File: src/rtl/fsm_ctrl_responder.sv
// Control FSM for the FIFO datapath: latches thresholds in INIT and reports the link state.
// Optional feature macro ERR_SRC_CAPTURE_EN adds the error_src capture port.
module fsm_ctrl_responder #(
   parameter int NUM_FIFOS = 5,
   parameter int IDLE_HOLD = 2
) (
   input  logic                 clk,
   input  logic                 reset,
   input  logic                 init,
   input  logic [1:0]           umbral_MF,
   input  logic [3:0]           umbral_VC0,
   input  logic [3:0]           umbral_VC1,
   input  logic [1:0]           umbral_D0,
   input  logic [1:0]           umbral_D1,
   input  logic [NUM_FIFOS-1:0] FIFO_error,
   input  logic [NUM_FIFOS-1:0] FIFO_empty,
   output logic [13:0]          umbrales_I,
   output logic                 active_out,
   output logic                 idle_out,
`ifdef ERR_SRC_CAPTURE_EN
   output logic [NUM_FIFOS-1:0] error_src,
`endif
   output logic                 error_out
);

   localparam int CW = $clog2(IDLE_HOLD + 1);
   localparam logic [CW-1:0] CNT_ZERO = {CW{1'b0}};
   localparam logic [CW-1:0] CNT_ONE  = CW'(1);
   localparam logic [CW-1:0] HOLD_M1  = CW'(IDLE_HOLD - 1);

   localparam logic [2:0] ST_RESET  = 3'd0;
   localparam logic [2:0] ST_INIT   = 3'd1;
   localparam logic [2:0] ST_IDLE   = 3'd2;
   localparam logic [2:0] ST_ACTIVE = 3'd3;
   localparam logic [2:0] ST_ERROR  = 3'd4;

   logic [2:0]    r_state;
   logic [2:0]    w_next_state;
   logic [CW-1:0] r_cnt;
   logic [CW-1:0] w_cnt_nxt;
   logic [13:0]   r_umb;
   logic [13:0]   w_umb_nxt;
   logic          r_active;
   logic          r_idle;
   logic          r_error;
   logic          w_active_nxt;
   logic          w_idle_nxt;
   logic          w_error_nxt;
   logic          w_any_err;
   logic          w_all_empty;

   assign w_any_err   = |FIFO_error;
   assign w_all_empty = &FIFO_empty;

   // State and idle-hold counter registers
   always_ff @(posedge clk or posedge reset) begin
      if (reset) begin
         r_state <= ST_RESET;
         r_cnt   <= CNT_ZERO;
      end else begin
         r_state <= w_next_state;
         r_cnt   <= w_cnt_nxt;
      end
   end

   // Next-state logic; priority is error > init > empty in every non-RESET state
   always_comb begin
      w_next_state = r_state;
      w_cnt_nxt    = CNT_ZERO;
      case (r_state)
         ST_RESET: begin
            w_next_state = ST_INIT;
         end
         ST_INIT: begin
            if (w_any_err) begin
               w_next_state = ST_ERROR;
            end else if (!init) begin
               w_next_state = ST_IDLE;
            end else begin
               w_next_state = ST_INIT;
            end
         end
         ST_IDLE: begin
            if (w_any_err) begin
               w_next_state = ST_ERROR;
            end else if (init) begin
               w_next_state = ST_INIT;
            end else if (!w_all_empty) begin
               w_next_state = ST_ACTIVE;
            end else begin
               w_next_state = ST_IDLE;
            end
         end
         ST_ACTIVE: begin
            if (w_any_err) begin
               w_next_state = ST_ERROR;
            end else if (init) begin
               w_next_state = ST_INIT;
            end else if (w_all_empty) begin
               // The hold count includes the current all-empty cycle
               if (r_cnt >= HOLD_M1) begin
                  w_next_state = ST_IDLE;
               end else begin
                  w_next_state = ST_ACTIVE;
                  w_cnt_nxt    = r_cnt + CNT_ONE;
               end
            end else begin
               w_next_state = ST_ACTIVE;
            end
         end
         ST_ERROR: begin
            w_next_state = ST_ERROR;
         end
         default: begin
            w_next_state = ST_RESET;
         end
      endcase
   end

   // Output decode, computed from the next state so the registered flags track the state register
   always_comb begin
      w_active_nxt = (w_next_state == ST_ACTIVE);
      w_idle_nxt   = (w_next_state == ST_IDLE);
      w_error_nxt  = (w_next_state == ST_ERROR);
      if (r_state == ST_INIT) begin
         w_umb_nxt = {umbral_MF, umbral_VC0, umbral_VC1, umbral_D0, umbral_D1};
      end else begin
         w_umb_nxt = r_umb;
      end
   end

   // Output registers
   always_ff @(posedge clk or posedge reset) begin
      if (reset) begin
         r_umb    <= 14'd0;
         r_active <= 1'b0;
         r_idle   <= 1'b0;
         r_error  <= 1'b0;
      end else begin
         r_umb    <= w_umb_nxt;
         r_active <= w_active_nxt;
         r_idle   <= w_idle_nxt;
         r_error  <= w_error_nxt;
      end
   end

`ifdef ERR_SRC_CAPTURE_EN
   logic [NUM_FIFOS-1:0] r_err_src;

   // Capture the error vector on the edge entering ERROR, then hold it
   always_ff @(posedge clk or posedge reset) begin
      if (reset) begin
         r_err_src <= {NUM_FIFOS{1'b0}};
      end else if ((r_state != ST_ERROR) && (w_next_state == ST_ERROR)) begin
         r_err_src <= FIFO_error;
      end else begin
         r_err_src <= r_err_src;
      end
   end

   assign error_src = r_err_src;
`endif

   assign umbrales_I = r_umb;
   assign active_out = r_active;
   assign idle_out   = r_idle;
   assign error_out  = r_error;

endmodule

File: config.mk
export PLATFORM = sky130hd
export DESIGN_NAME = fsm_ctrl_responder
export DESIGN_NICKNAME = d
export VERILOG_FILES = /design/src/rtl/fsm_ctrl_responder.sv
export SDC_FILE = /design/constraint.sdc
export NUM_CORES = 1
export LEC_CHECK = 0
export CAP_MARGIN = 20
export CORE_ASPECT_RATIO = 0.8
export CORE_MARGIN = 3
export CORE_UTILIZATION = 45
export CTS_CLUSTER_SIZE = 12
export DETAILED_ROUTE_END_ITERATION = 6
export DONT_BUFFER_PORTS = 1
export SYNTH_ARGS = -nofsm -noshare
export SYNTH_HDL_FRONTEND = slang
export SYNTH_SLANG_ARGS = --single-unit
File: constraint.sdc
create_clock -name clk -period 1.2 [get_ports clk]
set_input_delay 0.12 -clock clk [delete_from_list [all_inputs] [get_ports clk]]
set_output_delay 0.12 -clock clk [all_outputs]
set_load 0.02 [all_outputs]
* Yosys cells after proc, flatten, opt, wreduce, memory -nomap -nowiden
Cells that the tools add are included.
Widths: inputs -> output; s select.
** Cells by class
- Div/mod/pow operators :: 0
- Mux-type cells :: 15
- $mul :: 0
- Bitwise gates (word level) :: 0
- Reduce and logical (&&, ||, !) cells :: 3
- Shifts and indexed selects :: 0
- Add/sub/neg operators :: 1
- Equality and inequality tests :: 7
- Magnitude comparators :: 1
** Operators with widths (count)
- $mux 3 :: 5
- $pmux 3 s5 :: 1
- $mux 2 :: 7
- $eq 3x2->1 const B :: 4
- $eq 3x3->1 const B :: 2
- $reduce_and 5->1 :: 1
- $reduce_or 5->1 :: 1
- $eq 3x1->1 const B :: 1
- $logic_not 3->1 :: 1
- $add 2x1->2 const B :: 1
- $ge 2x1->1 const B :: 1
- $mux 1 :: 2
** Word-level totals
- Logic and storage cells :: 33
- Bits in writable memories :: 0
- Memory bits (read-only) :: 0
- Memories kept :: 0
- Bits in latches :: 0
- Input bits :: 27
- Output and inout port bits :: 17
- Register bits after elaboration :: 22

* Longest topological paths before layout
- Word-level depth :: 7
- Depth in mapped cells :: 5
- Mapped depth without buffers :: 5

* Worst setup path before layout
Ideal clock, no wire load.
- Kind :: register to register
- Start point :: register r_state[2]
- End point :: register r_umb[13], in the netlist umbrales_I[13]
- Cell stages (with the launch flop) :: 5
- Slack :: -123 ps
- Setup time :: 125 ps
- Buffers on the path :: 1
- Data required time :: 1075 ps
- Clock period less this slack :: 1323 ps
- Arrival time :: 1198 ps
- Cells stage by stage :: dfrtp_1 nand2b_4 nor2_4 buf_6 mux2_4
** On the way
- Word-level cells in the longest chain between the ends :: 1
** RTL lines
- from (decl) :: line 37 : logic [2:0] r_state;
- from (signal assigned) :: line 61 : r_state <= w_next_state;
- $eq 3x1->1 :: line 125 : if (r_state == ST_INIT) begin
- to (signal assigned) :: line 140 : r_umb <= w_umb_nxt;
- to (decl) :: line 41 : logic [13:0] r_umb;
Every way passes these cells.
A chain may end at the register's enable or synchronous reset.

* Worst setup path after layout
- Start point :: register r_state[2]
- End point :: register r_umb[4], in the netlist umbrales_I[4]
The elaborated chain is that of the path after synthesis.

==> impl_metrics.ini <==
[logic_synthesis]
synthesis.area_mm2 = 0.00105
synth-seq-area-share_pct = 52.3
synth_nets = 105
yosysWarnings = 0
avgSynthCellArea_um2 = 13.8
ys_ff_latch = 22
synth_top_area_share_pct = 52.3
synthCells = 76
yosysTopAreaCell = dfrtp_1
ys_types = 30
synth_area_leaders = dfrtp_1 (52%), mux2_4 (14%), mux2_2 (4.3%)

[critical_path]
worstPathCellList = nand2b_4 -> nor2_4 -> clkbuf_16 -> mux2_4
crit_arrival_ps = 1470
crit_path_max_incr_delay_ps = 390
r2r_slack_ps = -80
critPathKind = reg -> reg
critPathLaunchType = register
cp_slowest_cell = dfrtp_1
end_kind = register
required_ps = 1390
path_max_fanout = 7

[final_layout]
fin_nets = 133
nFillCells = 178
design_area_mm2 = 0.00142
seqCellArea_um2 = 551
final_common_cell = dfrtp_1
area_growth_pct = 34.5
multi_input_area_um2 = 513
drive_gt1_share_pct = 36.9
num_antenna_cells = 0
final_cell_mix = dfrtp_1 (22), dlygate4sd3_1 (16), mux2_4 (14)

[power]
p_leak_nw = 0.650
power_mw = 3.20
peakVddDrop_uv = 1680
power_density_mw_per_mm2 = 2260

[clocking]
cts_tree = yes
cts_setup_buffers = 0
clk_latency_ps = 300
cts_root_buffer = clkbuf_4
cts.sinks = 22
cts_buffer_depth = 2
cts_buffers = 3
cts.clk_slew.worst_paths_ps = 110
ctsHtreeMaxLevel = 1

[timing]
period_needed_ps = 1280
drv_slew = 0
finalSetupTns_ps = -951
slew_headroom_pct = 79.7
finalWorstSetupSlack_ps = -81.0
fin_crit_sh_pct = 107
worst_pin_slew_ps = 300
clock.fmax_mhz = 781
hold_viol = 0
skew_ps = 2.57
hold_slack_ps = 53.5
setup_viol = 15
grt_setup_unrepaired = true

[die]
start_util_pct = 47.9
die_w_um = 60.1
placementRows = 15
die_area_mm2 = 0.00296
core_area_mm2 = 0.00220
die_h_um = 49.3
io_pins = 44

[detailed_routing]
drt_iter0_drc = 22
ant_nets = 0
drc = 0
drt-total-wl_mm = 2.06
vias = 683
vias_per_cell = 5.34
first_pass_iters = 4
post_drt_wl_per_cell_um = 16.1

[grt]
grt_usage_pct = 14.1
grt_pass1_wl_mm = 3.11
first_global_vias = 677
grt.overflow.total = 0
grt_start_max_net_pins = 23
antenna_found_initial = 0

[placed_design]
place_area_mm2 = 0.00114
gp_congestion = 0.768
numPortBuffers = 0
dp_hpwl_mm = 1.41

[job]
cap_violations = 0

[status]
outcome = finished, violations left
violations = setup timing

[hold_path]
hp-class = in -> reg
## worst max-delay path: cells and delay by family (launching register included)
family / cells / cell delay, ps
and+or+nand+nor: 2 / 300
buffers and inverters: 1 / 180
DFF: 1 / 390
muxes: 1 / 290
## synth_stat cells, drive strengths merged
master and instances:
ha 2, a21o 2, a31oi 1, inv 6, nand2b 3, nand2 3, o32ai 1, and3 1
a41oi 1, o2111a 1, o32a 1, or2 1, nor2b 2, and4b 1, a21oi 2, nor4bb 1
nor2 3, mux2 14, dfrtp 22, buf 2, nor4 4, a211oi 1, nand3 1
## repair_timing
| action | in CTS | in global routing |
|---|---|---|
| gates resized for setup | 1 | 10 |
| setup endpoints to repair | 17 | 21 |
| hold endpoints to repair | 38 | 2 |
| pin swaps | 0 | 1 |
| hold buffers | 14 | 2 |
| gates cloned | 0 | 1 |
## registers in the layout, indices dropped and copies added (netlist names)
signal	count
umbrales_I	14
r_state	3
r_cnt	2
active_out	1
error_out	1
idle_out	1
## cells by family after synthesis
| logic type | Yosys count | share of synthesized area (%) |
|---|---|---|
| AND/OR/NAND/NOR | 20 | 14.7 |
| flip-flops | 22 | 52.3 |
| buffers and inverters | 8 | 3.92 |
| AO/OA/AOI/OAI | 10 | 8.09 |
| adder cells (fa/ha/maj) | 2 | 2.38 |
| multiplexers | 14 | 18.5 |
## power by group
part           switching (mW)  internal (mW)
sequential              0.535           1.04
combinational           0.410          0.828
clock                   0.205          0.185
## final timing paths
kind	from	to	depth (start not counted)
min in group asynchronous	reset	umbrales_I[13]	3
max in group asynchronous	reset	active_out	3
worst max-delay path	r_state[2]	umbrales_I[4]	4
worst min-delay path	FIFO_empty[1]	r_cnt[0]	2
worst min register to register	r_state[2]	r_state[1]	2
worst max register to register	r_state[2]	umbrales_I[4]	4
## per-stage QoR
step | setup WS (ps) | utilization (%) | std cells
CTS | -82.4 | 60.1 | 125
floorplan | -116 | - | 76
global placement | -71.5 | 51.8 | 107
detailed placement | -73.4 | 51.8 | 107
global route | -115 | 64.4 | 128
finish | -81.0 | 64.4 | 128
## per-layer routing
metal,share of wire (%),global-route usage (%)
met1,44,17.9
met2,49,22.5
met3,7.1,5.82
met4,0,2.21
met5,0,0
## layout make-up
cell class                 count  share of cell area (%)
clock buffer                   4                    2.56
inverter                       6                    1.59
multi-input combinational     46                    36.3
sequential                    22                    38.9
tap                           25                    2.21
timing repair buffer          25                    18.5
No activity file was read; power rests on OpenSTA's default activity.
